[config.mk]
export PLATFORM = sky130hd
export DESIGN_NAME = rf_wb_arbiter_flat
export DESIGN_NICKNAME = d
export VERILOG_FILES = /design/src/rtl/rf_wb_if.sv /design/src/rtl/rf_wb_arbiter.sv /design/src/flat_wrapper.sv
export SDC_FILE = /design/constraint.sdc
export NUM_CORES = 1
export LEC_CHECK = 0
export BUFFER_PORTS_ARGS = -buffer_cell sky130_fd_sc_hd__buf_2
export CORE_MARGIN = 2
export CORE_UTILIZATION = 62
export CTS_CLUSTER_DIAMETER = 40
export DETAILED_ROUTE_END_ITERATION = 10
export GPL_TIMING_DRIVEN = 0
export PLACE_DENSITY_LB_ADDON = 0.3
export SYNTH_ARGS = -nofsm -noshare
export SYNTH_HDL_FRONTEND = slang
export SYNTH_SLANG_ARGS = --single-unit
[constraint.sdc]
create_clock -name clk -period 13.4 [get_ports clk]
set_clock_uncertainty 0.15 [all_clocks]
set_input_delay 0.67 -clock clk [delete_from_list [all_inputs] [get_ports clk]]
set_output_delay 0.67 -clock clk [all_outputs]
set_load 0.02 [all_outputs]
[src/rtl/rf_wb_if.sv]
// Bundle between the write-back producers, the arbiter and the register file write port.
// The slave modport is the arbiter's view; the master modport is the producer/register-file side.
interface rf_wb_if #(
  parameter int AW = 5,
  parameter int DW = 32
);
  logic          req0_valid;
  logic [AW-1:0] req0_rd;
  logic [DW-1:0] req0_data;
  logic          req0_ready;
  logic          req1_valid;
  logic [AW-1:0] req1_rd;
  logic [DW-1:0] req1_data;
  logic          req1_ready;
  logic          rf_we;
  logic [AW-1:0] rf_rd;
  logic [DW-1:0] rf_wdata;
  logic [31:0]   pend_mask;
  logic          idle;

  modport master (
    output req0_valid, req0_rd, req0_data,
    output req1_valid, req1_rd, req1_data,
    input  req0_ready, req1_ready,
    input  rf_we, rf_rd, rf_wdata, pend_mask, idle
  );

  modport slave (
    input  req0_valid, req0_rd, req0_data,
    input  req1_valid, req1_rd, req1_data,
    output req0_ready, req1_ready,
    output rf_we, rf_rd, rf_wdata, pend_mask, idle
  );
endinterface

[src/rtl/rf_wb_arbiter.sv]
// Two-requester write-back arbiter: 2-deep FIFO per requester, round-robin grant into a registered
// write stage, plus a pending-write mask. Define RF_WB_FIXED_PRIO_EN for strict requester-0 priority.
module rf_wb_arbiter #(
  parameter int AW = 5,
  parameter int DW = 32
) (
  input logic   clk,
  input logic   rst,
  rf_wb_if.slave bus
);

  logic [AW-1:0] q_rd_r   [2][2];
  logic [DW-1:0] q_data_r [2][2];
  logic [1:0]    cnt_r    [2];
  logic          rptr_r   [2];
  logic          wptr_r   [2];

  logic          rf_we_r;
  logic [AW-1:0] rf_rd_r;
  logic [DW-1:0] rf_wdata_r;
`ifndef RF_WB_FIXED_PRIO_EN
  logic          last_grant_r;
`endif

  logic [1:0]    req_valid_s;
  logic [AW-1:0] req_rd_s   [2];
  logic [DW-1:0] req_data_s [2];
  logic [1:0]    ready_s;
  logic [1:0]    nonempty_s;
  logic [1:0]    push_s;
  logic [1:0]    pop_s;
  logic          gnt_valid_s;
  logic          gnt_sel_s;
  logic [AW-1:0] head_rd_s;
  logic [DW-1:0] head_data_s;
  logic [31:0]   pend_s;

  // Requester-side status; ready depends on the count only, so a same-cycle pop never raises it
  always_comb begin
    req_valid_s   = {bus.req1_valid, bus.req0_valid};
    req_rd_s[0]   = bus.req0_rd;
    req_rd_s[1]   = bus.req1_rd;
    req_data_s[0] = bus.req0_data;
    req_data_s[1] = bus.req1_data;
    for (int n = 0; n < 2; n++) begin
      ready_s[n]    = (cnt_r[n] != 2'd2);
      nonempty_s[n] = (cnt_r[n] != 2'd0);
      push_s[n]     = req_valid_s[n] & ready_s[n];
    end
  end

  // Grant selection and head read-out
  always_comb begin
    gnt_valid_s = |nonempty_s;
`ifdef RF_WB_FIXED_PRIO_EN
    gnt_sel_s = ~nonempty_s[0];
`else
    if (&nonempty_s) begin
      gnt_sel_s = ~last_grant_r;
    end else begin
      gnt_sel_s = ~nonempty_s[0];
    end
`endif
    pop_s = 2'b00;
    if (gnt_valid_s) begin
      pop_s[gnt_sel_s] = 1'b1;
    end else begin
      pop_s = 2'b00;
    end
    head_rd_s   = q_rd_r[gnt_sel_s][rptr_r[gnt_sel_s]];
    head_data_s = q_data_r[gnt_sel_s][rptr_r[gnt_sel_s]];
  end

  // Per-requester FIFO storage, pointers and occupancy
  always_ff @(posedge clk or posedge rst) begin
    if (rst) begin
      for (int n = 0; n < 2; n++) begin
        cnt_r[n]  <= 2'd0;
        rptr_r[n] <= 1'b0;
        wptr_r[n] <= 1'b0;
        for (int s = 0; s < 2; s++) begin
          q_rd_r[n][s]   <= {AW{1'b0}};
          q_data_r[n][s] <= {DW{1'b0}};
        end
      end
    end else begin
      for (int n = 0; n < 2; n++) begin
        if (push_s[n]) begin
          q_rd_r[n][wptr_r[n]]   <= req_rd_s[n];
          q_data_r[n][wptr_r[n]] <= req_data_s[n];
          wptr_r[n]              <= ~wptr_r[n];
        end
        if (pop_s[n]) begin
          rptr_r[n] <= ~rptr_r[n];
        end
        case ({push_s[n], pop_s[n]})
          2'b10:   cnt_r[n] <= cnt_r[n] + 2'd1;
          2'b01:   cnt_r[n] <= cnt_r[n] - 2'd1;
          default: cnt_r[n] <= cnt_r[n];
        endcase
      end
    end
  end

  // Write stage; x0 entries are consumed but never enable the write
  always_ff @(posedge clk or posedge rst) begin
    if (rst) begin
      rf_we_r    <= 1'b0;
      rf_rd_r    <= {AW{1'b0}};
      rf_wdata_r <= {DW{1'b0}};
    end else if (gnt_valid_s) begin
      rf_we_r    <= (head_rd_s != {AW{1'b0}});
      rf_rd_r    <= head_rd_s;
      rf_wdata_r <= head_data_s;
    end else begin
      rf_we_r    <= 1'b0;
    end
  end

`ifndef RF_WB_FIXED_PRIO_EN
  // Round-robin history, reset to 1 so requester 0 wins the first contention
  always_ff @(posedge clk or posedge rst) begin
    if (rst) begin
      last_grant_r <= 1'b1;
    end else if (gnt_valid_s) begin
      last_grant_r <= gnt_sel_s;
    end else begin
      last_grant_r <= last_grant_r;
    end
  end
`endif

  // Pending-write mask over every live FIFO slot plus an active write stage
  always_comb begin
    pend_s = 32'd0;
    for (int n = 0; n < 2; n++) begin
      for (int s = 0; s < 2; s++) begin
        if ((cnt_r[n] == 2'd2) || ((cnt_r[n] == 2'd1) && (s == int'(rptr_r[n])))) begin
          pend_s[q_rd_r[n][s]] = 1'b1;
        end else begin
          pend_s = pend_s;
        end
      end
    end
    if (rf_we_r) begin
      pend_s[rf_rd_r] = 1'b1;
    end else begin
      pend_s = pend_s;
    end
    pend_s[0] = 1'b0;
  end

  assign bus.req0_ready = ready_s[0];
  assign bus.req1_ready = ready_s[1];
  assign bus.rf_we      = rf_we_r;
  assign bus.rf_rd      = rf_rd_r;
  assign bus.rf_wdata   = rf_wdata_r;
  assign bus.pend_mask  = pend_s;
  assign bus.idle       = ~nonempty_s[0] & ~nonempty_s[1] & ~rf_we_r;

endmodule
[src/flat_wrapper.sv]
// flat-port wrapper written by rule: the top's interface ports become plain ports
module rf_wb_arbiter_flat 
#(
  parameter int AW = 5,
  parameter int DW = 32
)
  (clk, rst, bus_req0_valid, bus_req0_rd, bus_req0_data, bus_req1_valid, bus_req1_rd, bus_req1_data, bus_req0_ready, bus_req1_ready, bus_rf_we, bus_rf_rd, bus_rf_wdata, bus_pend_mask, bus_idle);
  rf_wb_if #(.AW(AW), .DW(DW)) bus_i ();
  input logic clk;
  input logic rst;
  input wire logic [$bits(bus_i.req0_valid)-1:0] bus_req0_valid;
  input wire logic [$bits(bus_i.req0_rd)-1:0] bus_req0_rd;
  input wire logic [$bits(bus_i.req0_data)-1:0] bus_req0_data;
  input wire logic [$bits(bus_i.req1_valid)-1:0] bus_req1_valid;
  input wire logic [$bits(bus_i.req1_rd)-1:0] bus_req1_rd;
  input wire logic [$bits(bus_i.req1_data)-1:0] bus_req1_data;
  output wire logic [$bits(bus_i.req0_ready)-1:0] bus_req0_ready;
  output wire logic [$bits(bus_i.req1_ready)-1:0] bus_req1_ready;
  output wire logic [$bits(bus_i.rf_we)-1:0] bus_rf_we;
  output wire logic [$bits(bus_i.rf_rd)-1:0] bus_rf_rd;
  output wire logic [$bits(bus_i.rf_wdata)-1:0] bus_rf_wdata;
  output wire logic [$bits(bus_i.pend_mask)-1:0] bus_pend_mask;
  output wire logic [$bits(bus_i.idle)-1:0] bus_idle;
  assign bus_i.req0_valid = bus_req0_valid;
  assign bus_i.req0_rd = bus_req0_rd;
  assign bus_i.req0_data = bus_req0_data;
  assign bus_i.req1_valid = bus_req1_valid;
  assign bus_i.req1_rd = bus_req1_rd;
  assign bus_i.req1_data = bus_req1_data;
  assign bus_req0_ready = bus_i.req0_ready;
  assign bus_req1_ready = bus_i.req1_ready;
  assign bus_rf_we = bus_i.rf_we;
  assign bus_rf_rd = bus_i.rf_rd;
  assign bus_rf_wdata = bus_i.rf_wdata;
  assign bus_pend_mask = bus_i.pend_mask;
  assign bus_idle = bus_i.idle;
  rf_wb_arbiter #(.AW(AW), .DW(DW)) u_core (.clk(clk), .rst(rst), .bus(bus_i));
endmodule
==> metrics.txt <==
outcome=complete, no violations; Flop pwr share=0.341; Die X=131 um; crit end category=output port; number of global-route vias before repair=7543; synth unique cells=56; largest net degree at the start of global routing=105; combinational power share=0.508; layout cells sized above 1=0.272; relative slew slack=0.463; Clk network pwr share=0.151; post-synth top area cell=dfrtp_1; global routing usage on met2=0.514; Routed Antenna Nets=0; synthesis-to-finish area growth=16.1%; DP HPWL=18700 um; CP max FO=7; Synth area leaders=dfrtp_1 49%, mux2_1 14%, mux2_2 7.0%; Synth top area share=0.489; Mapped Cells=874; Slew Viols, Final=0; gpl congestion=0.959; Yosys warning total=0; Global Route Usage Sum=0.317; grt ovf=0; Max Clock Freq=slightly below 300 MHz; antenna violations before repair=1; clock sinks=about 200; CP arrival=about 2.6 ns; ys async rst share=1.00; met3 Track Usage GR=0.0765; RR Endpoint=u_core.q_data_r[110]$_DFFE_PP0P_; H-tree depth=4; ys flop type=dfrtp_1; busiest grt layer=met2; #FFs+latches synth=around 200; DRC viols=0; io pins=about 150; post-CTS resize count=0; RSZ-0062 raised after global routing=false; Starting Density=0.629; setup repair bufs after CTS=0; switching share of total power=0.430; Peak VDD IR=0.152 mV; CTS Buffer Depth=2; Worst-Margin Slew=~0.80 ns; post-route setup TNS=0 ns; Rows=between 40 and 50; Setup crit end=bus_pend_mask[8]; leak pwr=between 5 and 6 nW; Core Area=between 0.015 and 0.02 mm^2; worst hold slack=0.206 ns; DR vias=just under 8000; Syn Nets=960; drt first-iter violations=between 700 and 800; fin util=0.731; most frequent cells after synthesis=194 x dfrtp_1, 120 x mux2_1, 88 x nand2_1, 62 x mux2_2, 44 x o21ai_0; routed wire length=26400 um; first-pass GRT wire length=roughly 41000 um; clk_lat worst skew=0.43 ns; Port-buffer cells=around 150; Reg clk slew, reported paths=around 0.07 ns; hold_buf cts=0; fin crit share=0.256; Int Pwr=about 1.8 mW; Via-to-Cell Ratio=slightly above 6; Inserted Clock Buffers=17; number of flops mapped to enable cells by yosys=0; Mapped Area=slightly below 0.01 mm^2; MaxCap Viol Count=0; First-pass DRT Iterations=5; final hold viol count=0; Crit Path Class=reg2out; top-count cell post-synth=dfrtp_1; Final nets=approximately 1100; Syn Area/Cell=~11 um^2; crit path from=u_core.cnt_r[0]$_DFFE_PP0P_; Worst Path Required=approximately 13 ns; clock root buffer=clkbuf_16; worst reg2reg setup slack=11.00 ns; crit path launch type=register; grt met1 use=0.422; Psw=approximately 1.4 mW; Min-Delay Path Class=in2async; die span in y=131 um; CTS tree=built; reg2reg path depth=7; sequential area share after synthesis=0.492; minimum clock period=roughly 3.4 ns; launching point of the worst reg2reg path=u_core.cnt_r[2]$_DFFE_PP0P_; total die area=~0.017 mm^2; final setup vio count=0; power per cell area=278 mW/mm^2; WL per Instance=between 20 and 25 um
[area by class of cell]
class	count	area, um^2
tap	216	270
clock inverter	10	98.8
antenna	1	2.50
timing repair buffer	150	773
clock buffer	21	450
buffer	57	272
sequential	195	4880
multi-input combinational	597	4680
inverter	25	101
fill	1148	4240
[worst min path at each step]
stage,to,from
after floorplan,u_core.q_data_r[100]$_DFFE_PP0P_,u_core.q_data_r[100]$_DFFE_PP0P_
after global placement,u_core.bus.rf_wdata[28]$_DFFE_PP0N_,u_core.bus.rf_wdata[28]$_DFFE_PP0N_
after detailed placement,u_core.q_data_r[96]$_DFFE_PP0P_,u_core.q_data_r[96]$_DFFE_PP0P_
after CTS,u_core.q_data_r[52]$_DFFE_PP0P_,rst
after global routing,u_core.bus.rf_wdata[17]$_DFFE_PP0N_,rst
final,u_core.q_data_r[52]$_DFFE_PP0P_,rst
[flip-flops by register name, indices dropped and copies added, names as in the netlist]
name	count
u_core.q_data_r	128
u_core.bus.rf_wdata	32
u_core.q_rd_r	20
u_core.bus.rf_rd	5
u_core.cnt_r	4
u_core.rptr_r	2
u_core.wptr_r	2
u_core.bus.rf_we	1
u_core.last_grant_r	1
[worst max-delay path, cell delays in order (launching register included)]
cell and delay [ns]:
dfrtp_1 0.41, inv_1 0.09, ha_1 0.34, a21oi_1 0.16, nor3_1 0.62, a221oi_1 0.18, o221ai_1 0.16, buf_2 0.23
[cell families after synthesis]
| kind of cell | synth area share |
|---|---|
| buf+inv | 0.0368 |
| xor+xnor | 0.00706 |
| compound gates | 0.108 |
| other cells | 0.000378 |
| flops | 0.492 |
| fa+ha+maj | 0.0101 |
| simple gates | 0.0979 |
| mux | 0.248 |
[metal layers]
layer / routed length [um] / up-vias
met5: 13 / -
met4: 728 / 2
met3: 2090 / 68
met2: 12600 / 353
met1: 10900 / 3808
li1: - / 3511
[power groups by stage]
| stage | Sequential (mW) | Combinational (mW) | Clock, mW |
|---|---|---|---|
| finish | 1.09 | 1.63 | 0.482 |
| floorplan | 1.11 | 1.10 | 0 |
| detailed placement | 1.09 | 1.61 | 0 |
| CTS | 1.09 | 1.62 | 0.487 |
| global route | 1.12 | 1.76 | 0.509 |
| global placement | 1.07 | 1.56 | 0 |
[per-stage QoR]
stage | total power [mW] | setup slack, ns | cells | cell area [um^2]
floorplan | 2.21 | 7.27 | 874 | 9930
global placement | 2.63 | 5.32 | 1239 | 10900
detailed placement | 2.70 | 10.46 | 1240 | 11000
CTS | 3.19 | 10.01 | 1271 | 11500
global route | 3.40 | 9.77 | 1271 | 11500
finish | 3.20 | 9.97 | 1272 | 11500
[cell usage in the layout, fill, tap and decap left out, types with 27 or more instances in the layout]
cell type,count
mux2_2,62
nand2_1,88
nor2_1,27
dfrtp_1,194
o21ai_0,44
mux2i_1,41
o22ai_1,33
buf_2,165
clkbuf_1,32
mux2_1,120
o21ai_1,27
Power figures use the tool's default switching activity.
